**config.mk**
```make
export PLATFORM = sky130hd
export DESIGN_NAME = pc_unit
export DESIGN_NICKNAME = d
export VERILOG_FILES = /design/src/rtl/pc_unit.sv
export SDC_FILE = /design/constraint.sdc
export NUM_CORES = 1
export LEC_CHECK = 0
export CAP_MARGIN = 10
export CORE_MARGIN = 1.5
export CORE_UTILIZATION = 44
export CTS_BUF_LIST = sky130_fd_sc_hd__clkbuf_4 sky130_fd_sc_hd__clkbuf_8
export CTS_CLUSTER_DIAMETER = 200
export CTS_CLUSTER_SIZE = 25
export DETAILED_ROUTE_END_ITERATION = 7
export PLACE_DENSITY = 0.84
export SYNTH_ARGS = -nofsm -noshare
export SYNTH_HDL_FRONTEND = slang
export SYNTH_SLANG_ARGS = --single-unit
```
**constraint.sdc**
```tcl
create_clock -name clk -period 2.6 [get_ports clk]
set_clock_uncertainty 0.05 [all_clocks]
set_input_delay 0.65 -clock clk [delete_from_list [all_inputs] [get_ports clk]]
set_output_delay 0.65 -clock clk [all_outputs]
set_load 0.05 [all_outputs]
```
**src/rtl/pc_unit.sv**
```systemverilog
// ---------------------------------------------------------------------------
// pc_unit -- program-counter unit for the RISC-V cores.
//
// Holds the fetch PC and chooses the next PC each cycle: sequential
// increment, branch, jump, trap vector or mret return. It stalls on fetch
// back-pressure, supports halt/resume and keeps the exception PC (EPC).
//
// Optional feature macro: PC_MISALIGN_TRAP_EN
//   defined   : a misaligned redirect target is not loaded. The PC goes to
//               TRAP_VEC, EPC captures the offending target, misalign pulses.
//   undefined : the target is loaded with bits [1:0] cleared, misalign
//               pulses and EPC is left unchanged.
//
// Ports
//   clk          in   1     clock, rising edge
//   reset        in   1     asynchronous reset, active-low
//   fetch_ready  in   1     imem accepts pc_out this cycle
//   stall        in   1     pipeline hold, PC does not advance
//   br_taken     in   1     conditional branch resolved taken
//   br_target    in   XLEN  branch target
//   jump         in   1     jal/jalr redirect
//   jump_target  in   XLEN  jump target
//   trap         in   1     exception/ecall, redirect to TRAP_VEC
//   trap_pc      in   XLEN  PC of the faulting instruction, captured into EPC
//   mret         in   1     return from trap, redirect to EPC
//   halt         in   1     enter HALT
//   resume       in   1     leave HALT
//   pc_out       out  XLEN  current fetch PC (registered)
//   pc_valid     out  1     pc_out is a valid fetch request (registered)
//   pc_plus_inc  out  XLEN  pc_out + INC, for link registers (combinational)
//   epc          out  XLEN  saved exception PC (registered)
//   halted       out  1     high while in HALT (registered)
//   misalign     out  1     one-cycle pulse for a misaligned redirect target
// ---------------------------------------------------------------------------
module pc_unit #(
  parameter int unsigned     XLEN      = 32,
  parameter logic [XLEN-1:0] RESET_VEC = 32'h0000_0000,
  parameter logic [XLEN-1:0] TRAP_VEC  = 32'h0000_0100,
  parameter int unsigned     INC       = 4
) (
  input  logic            clk,
  input  logic            reset,
  input  logic            fetch_ready,
  input  logic            stall,
  input  logic            br_taken,
  input  logic [XLEN-1:0] br_target,
  input  logic            jump,
  input  logic [XLEN-1:0] jump_target,
  input  logic            trap,
  input  logic [XLEN-1:0] trap_pc,
  input  logic            mret,
  input  logic            halt,
  input  logic            resume,
  output logic [XLEN-1:0] pc_out,
  output logic            pc_valid,
  output logic [XLEN-1:0] pc_plus_inc,
  output logic [XLEN-1:0] epc,
  output logic            halted,
  output logic            misalign
);

  typedef enum logic [1:0] {
    ST_BOOT = 2'b00,
    ST_RUN  = 2'b01,
    ST_HALT = 2'b10
  } state_t;

  state_t          state_r;
  state_t          state_nxt_s;
  logic [XLEN-1:0] pc_r;
  logic [XLEN-1:0] pc_nxt_s;
  logic [XLEN-1:0] epc_r;
  logic [XLEN-1:0] epc_nxt_s;
  logic [XLEN-1:0] pc_inc_s;
  logic [XLEN-1:0] tgt_s;
  logic            redirect_s;
  logic            tgt_mis_s;
  logic            mis_nxt_s;
  logic            misalign_r;
  logic            pc_valid_r;
  logic            halted_r;

  // Instruction addresses are 4-byte aligned; any set low bit is a misalign.
  function automatic logic is_misaligned(input logic [XLEN-1:0] addr);
    return (addr[1:0] != 2'b00);
  endfunction

  // Sequential address, wraps modulo 2^XLEN.
  assign pc_inc_s    = pc_r + XLEN'(INC);
  assign pc_plus_inc = pc_inc_s;

  // Non-trap redirect request and the target it selects (mret > jump > branch).
  always_comb begin
    redirect_s = mret | jump | br_taken;
    if (mret) begin
      tgt_s = epc_r;
    end else if (jump) begin
      tgt_s = jump_target;
    end else begin
      tgt_s = br_target;
    end
    tgt_mis_s = is_misaligned(tgt_s);
  end

  // FSM state register.
  always_ff @(posedge clk or negedge reset) begin
    if (!reset) begin
      state_r <= ST_BOOT;
    end else begin
      state_r <= state_nxt_s;
    end
  end

  // FSM next state. Any redirect outranks halt; resume outranks halt.
  always_comb begin
    state_nxt_s = state_r;
    case (state_r)
      ST_BOOT: state_nxt_s = ST_RUN;
      ST_RUN: begin
        if (!trap && !redirect_s && halt && !resume) begin
          state_nxt_s = ST_HALT;
        end else begin
          state_nxt_s = ST_RUN;
        end
      end
      ST_HALT: begin
        if (resume) begin
          state_nxt_s = ST_RUN;
        end else begin
          state_nxt_s = ST_HALT;
        end
      end
      default: state_nxt_s = ST_BOOT;
    endcase
  end

  // Next PC / EPC / misalign selection for the current state.
  always_comb begin
    pc_nxt_s  = pc_r;
    epc_nxt_s = epc_r;
    mis_nxt_s = 1'b0;
    case (state_r)
      ST_RUN: begin
        if (trap) begin
          // trap wins over mret, so EPC is written here and not read.
          pc_nxt_s  = TRAP_VEC;
          epc_nxt_s = trap_pc;
        end else if (redirect_s) begin
          // Redirects ignore stall and back-pressure; the pending fetch is dropped.
          if (tgt_mis_s) begin
            mis_nxt_s = 1'b1;
`ifdef PC_MISALIGN_TRAP_EN
            pc_nxt_s  = TRAP_VEC;
            epc_nxt_s = tgt_s;
`else
            pc_nxt_s  = {tgt_s[XLEN-1:2], 2'b00};
`endif
          end else begin
            pc_nxt_s = tgt_s;
          end
        end else if ((halt && !resume) || stall || (pc_valid_r && !fetch_ready)) begin
          pc_nxt_s = pc_r;
        end else begin
          pc_nxt_s = pc_inc_s;
        end
      end
      ST_HALT: begin
        // Only trap is honoured while halted.
        if (trap) begin
          pc_nxt_s  = TRAP_VEC;
          epc_nxt_s = trap_pc;
        end else begin
          pc_nxt_s = pc_r;
        end
      end
      default: begin
        pc_nxt_s  = pc_r;
        epc_nxt_s = epc_r;
      end
    endcase
  end

  // PC and EPC registers.
  always_ff @(posedge clk or negedge reset) begin
    if (!reset) begin
      pc_r  <= RESET_VEC;
      epc_r <= {XLEN{1'b0}};
    end else begin
      pc_r  <= pc_nxt_s;
      epc_r <= epc_nxt_s;
    end
  end

  // Registered status outputs, decoded from the upcoming state.
  always_ff @(posedge clk or negedge reset) begin
    if (!reset) begin
      pc_valid_r <= 1'b0;
      halted_r   <= 1'b0;
      misalign_r <= 1'b0;
    end else begin
      pc_valid_r <= (state_nxt_s == ST_RUN);
      halted_r   <= (state_nxt_s == ST_HALT);
      misalign_r <= mis_nxt_s;
    end
  end

  assign pc_out   = pc_r;
  assign epc      = epc_r;
  assign pc_valid = pc_valid_r;
  assign halted   = halted_r;
  assign misalign = misalign_r;

endmodule

```
; Word level (Yosys, flattened, before mapping)
; Index checks and enable logic that the tools add are counted.
[totals]
register_bits = 69
in_bits = 106
out_inout_bits = 99
[classes]
addsub = 1
eq_ne = 6
mux = 15
bitwise = 2
reduce_logical = 17
[op_table]
columns = op, n
row1 = 2-to-1 mux 32 bit, 6
row2 = one-hot mux 32 bit (2 select lines), 1
row3 = adder 32 x 3 -> 32 bit (second input constant), 1
row4 = 2-to-1 mux 2 bit, 3
row5 = one-hot mux 2 bit (3 select lines), 1
row6 = logical AND 1 bit, 5
row7 = == test 2 x 1 -> 1 bit (second input constant), 2
row8 = == test 2 bit (second input constant), 2
row9 = zero test 1 bit, 4
row10 = 2-to-1 mux 1 bit, 4
row11 = inequality test 4 bit (second input constant), 1
row12 = nonzero test 2 bit, 2
row13 = AND reduction 3 bit, 1
row14 = zero test 2 bit, 1
row15 = logical OR 1 bit, 2
row16 = inequality test 2 bit (second input constant), 1
row17 = bitwise OR 1 bit, 2
row18 = AND reduction 2 bit, 1
row19 = OR reduction 2 bit, 1

; Logic depth before layout (Yosys ltp)
[depth]
depth_word = 9
ltp_mapped = 9
depth_no_buf = 7

; Worst setup path after synthesis
; Ideal clock, no wire load.
[synth_timing]
path_type = flip-flop to output port
startpoint = reg pc_r[2], in the netlist pc_out[2]
endpoint = out pc_plus_inc[24]
arrival_time_ns = 2.630
setup_slack_ns = -0.730
stages_incl_launch_ff = 7
cell_sequence = dfrtp_1 ha_1 nand4_1 nor4_1 buf_2 nand3_1 xnor2_1
[synth_via]
elab_chain_cells = 1
[synth_rtl]
columns = item, line
row1 = from (decl), 70  ; logic [XLEN-1:0] pc_r;
row2 = from (signal assigned), 189  ; pc_r <= pc_nxt_s;
row3 = adder 32 x 3 -> 32 bit, 89  ; assign pc_inc_s = pc_r + XLEN'(INC);
row4 = to (decl), 56  ; output logic [XLEN-1:0] pc_plus_inc,
; Every way passes these cells.

; Final worst setup path
[layout_timing]
startpoint = reg pc_r[3], in the netlist pc_out[3]
endpoint = out pc_plus_inc[20]
; Same word-level chain as after synthesis.

==> results.txt <==
* Final critical delay including setup and external delays: 2940 ps
- Count of clock tree sinks: 69
- For this design the top-level I/O count stands at 205.
- Path type of the worst min-delay path: input port to async pin
* Largest net degree at the start of global routing: 58
- The routed layout has 5,713 vias.
- Total of buffers placed on input and output ports: 204
* Via count of the first global-routing pass: ~5,400
- Compared with the post-synthesis result, the final layout area differs by 86.6%.
- Worst Setup Start Kind: register
- Routed Antenna Nets: 0
- Setup repair after global routing could not meet its margin everywhere.
* Critical setup path kind: register to output pin
- Counting along the longest clock path gives a buffer depth of 2.
* Hold Fails Final Rpt: 0
- For this design the ratio of total power to cell area is 1050 nW/um^2.
* Synthesized area: 4550 sq um
- Once layout is complete, the utilization of the core stands at 0.857.
* Insertion delay of the later-clocked pin in the worst-skew pair: 350 ps
* DPL Wire Length: 13,800 microns
* Endpoint of the worst-slack reg-to-reg timing path: pc_out[30]$_DFFE_PN0P_
- Data on the critical path arrives at its endpoint at 2240 ps.
- Largest delay share family, worst path: simple AND/OR/NAND/NOR gates
* Largest stage delay on the critical path: 440 ps
* Final WL: roughly 21,000 microns
- In the post-route analysis, the smallest setup slack over all paths is -336 ps.
* PnR Total Power: 8.93 mW
* Number of unique standard cell types used by synthesis: roughly 60
* Most common cell in the synthesized netlist: dfrtp_1
* Max-capacitance violation count: 0
- Placement row count: 36
- Worst voltage drop across the vdd grid: 0.739 mV
- Largest fanout on the critical path: 4
- Fmax: 341 MHz
- Headroom to the max-slew limit came out at 0.612.
* Post-synth top cells: dfrtp_1 (69), mux2_2 (33), a21oi_1 (30)
- The count of final max-slew check failures came to 0.
- Worst setup path startpoint: pc_out[3]$_DFFE_PN0P_
- In the finished design, the share of the clock period the worst path needs comes to 1.13.
- From bottom edge to top edge, the die measures 105 microns.
- Fraction of registers with async set or reset after synthesis: 1.00
- Ranking of synthesized cells by area: dfrtp_1 (38%), mux2_2 (8.2%), mux2i_1 (3.5%), a21oi_1 (3.3%), xnor2_1 (3.1%)
- Ys Warns: 0
- For this run, the total global-route usage over all layers was measured as 0.355.
* Nets: a little under 900
* Nets in the synthesized netlist: 607
- Counting flops with a built-in enable in the synthesized netlist gives 0.
- Share of the yosys chip area belonging to registers: 0.379
- Required time of the critical path: 1900 ps
- After clock tree synthesis, the clock-pin slew on the worst setup and hold paths is 90 ps.
* Placed cell count: 844
- Synthesis inferred between 60 and 70 register bits.
* Mean routed wirelength per cell: 23.3 microns
- Counting cells, the worst reg-to-reg path comes to 7.
- Non-filler instance count after layout: 902
- The floorplan step defined a die boundary enclosing between 10,000 and 15,000 sq um.
* Setup slack of the most critical reg-to-reg path: 170 ps
- Critical path buffer and inverter count: 1
- Total number of cells along the worst setup path: 7
- Final GP Congestion: 1.07
* Dominant cell type by area after synthesis: dfrtp_1
- Following the worst setup path forward leads to its endpoint at pc_plus_inc[20].
- Clock tree synthesis selected as its root buffer the cell clkbuf_8.
* Core area: 9910 sq um
* Number of antenna violations at the first check in global routing: 0
- The checks that failed: negative setup slack.
- After the first detailed-routing iteration, the DRC count stood at approximately 700.
- The worst setup path is captured at an output pin.
- The first global-routing pass estimated 30,500 microns of wire.
- The share of synthesized area in the top cell type comes to 0.379.
* Hold_buf cts: 0
* Slowest cell on the critical path: dfrtp_2
* Crit Reg-Reg Startpoint: state_r[1]$_DFF_PN0_
* Initial Util: 0.459
- Synthesized instance count: 496
- In this run the number of H-tree levels came out at 3.
- Result of the run: complete, but fails checks
- Traced cell by cell, the critical path runs through ha_4, nand4_1, nor2_2, and4_1, and3_4, xor2_4, buf_12.
* Num CTS Buffers: 9
* Clock tree from TritonCTS: built
- Measured along the x axis, the die boundary spans 105 microns.
- Average cell area after synthesis: 9.18 sq um
- For the pin with the worst max-slew slack, the measured transition is 579 ps.
* Final setup vio count: 20
* Number of iterations in the first detailed-routing pass: 5
* Standby leakage power: 3.56 nW
- Residual DRC: 0
- For this run, the leading register cell type out of synthesis is dfrtp_1.
- Via-per-instance ratio: 6.33
- Layout cells sized above 1: 0.345
- The repair_antennas step left the layout with diodes totalling 0.
* Global-route congestion overflow total: 0
layout by cell type (no fill, tap or decap), types with 5 or more instances in the layout:
cell	n
nand4_1	5
nand3_1	9
a22o_1	5
xor2_4	6
a22oi_1	5
o2bb2ai_1	9
xnor2_4	9
mux2_2	33
mux2i_1	16
dfrtp_1	43
and3_1	6
and4_1	5
nor2_1	18
a31oi_1	10
xnor2_2	5
nor4_1	5
buf_12	32
o22ai_1	6
o21ai_0	27
clkdlybuf4s50_1	171
clkbuf_8	9
inv_1	22
nand2_1	26
buf_4	80
o21ai_1	9
nor3_1	8
nand3_4	8
dfrtp_2	25
a21oi_1	30
a221oi_1	10
buf_6	9
nand3b_1	9
sequential cells by signal, indices dropped and copies added (netlist names):
name      flops
epc          32
pc_out       32
state_r       2
halted        1
misalign      1
pc_valid      1
worst min path at each step:
stage	from	endpoint	slack, ps
global route	reset	pc_out[8]$_DFFE_PN0P_	220
detailed placement	pc_out[1]$_DFFE_PN0P_	pc_out[1]$_DFFE_PN0P_	460
CTS	reset	pc_out[7]$_DFFE_PN0P_	210
finish	reset	pc_out[7]$_DFFE_PN0P_	210
global placement	pc_out[1]$_DFFE_PN0P_	pc_out[1]$_DFFE_PN0P_	460
floorplan	reset	epc[0]$_DFFE_PN0P_	300
what timing repair did:
item,4_1_cts,5_1_grt
gates resized for setup,39,21
setup buffers,27,19
cloned,1,0
pin swaps,20,18
setup endpoints to repair,22,26
power by group:
group	internal, mW	switching (mW)	total [mW]
sequential	1.49	0.572	2.06
combinational	2.41	3.53	5.94
clock	0.463	0.465	0.927
routing by layer:
metal | wire length [microns] | up-vias | share of wire | global-route usage
met1 | 7680 | 2732 | 0.37 | 0.464
met4 | 1150 | 0 | 0.055 | 0.143
met3 | 2350 | 117 | 0.11 | 0.0774
met5 | 0 | - | 0 | 0
li1 | - | 2388 | - | -
met2 | 9820 | 476 | 0.47 | 0.571
logic make-up after synthesis:
family,after synthesis,synth area share
and+or+nand+nor,145,0.182
AOI/OAI and AO/OA,141,0.203
DFF,69,0.379
buffers and inverters,60,0.0525
muxes,49,0.117
xor gates and xnor gates,27,0.0519
adders and majority gates,5,0.0137
layout make-up:
cell class,count,area [sq um]
clock buffer,10,131
clock inverter,6,71.3
fill,509,1420
inverter,22,82.6
multi-input combinational,367,3210
sequential,69,1760
tap,133,166
timing repair buffer,295,3070
metrics by stage:
stage | setup TNS (ps) | setup slack [ps] | area [sq um] | hold slack [ps]
2_1_floorplan | -195 | -74.4 | 4990 | 304
3_3_place_gp | 0 | 91.0 | 7680 | 459
3_5_place_dp | 0 | 45.3 | 7680 | 457
4_1_cts | -2070 | -195 | 8280 | 207
5_1_grt | -4310 | -385 | 8490 | 215
6_report | -3340 | -336 | 8490 | 210
worst reg2reg max path, delay by kind of cell (launching register included):
family	cells	cell delay, ps
compound gates	3	790
fa+ha+maj	1	290
buf+inv	2	300
flops	1	400
simple gates	1	510
Note: power is estimated with default switching activity, not from simulation.
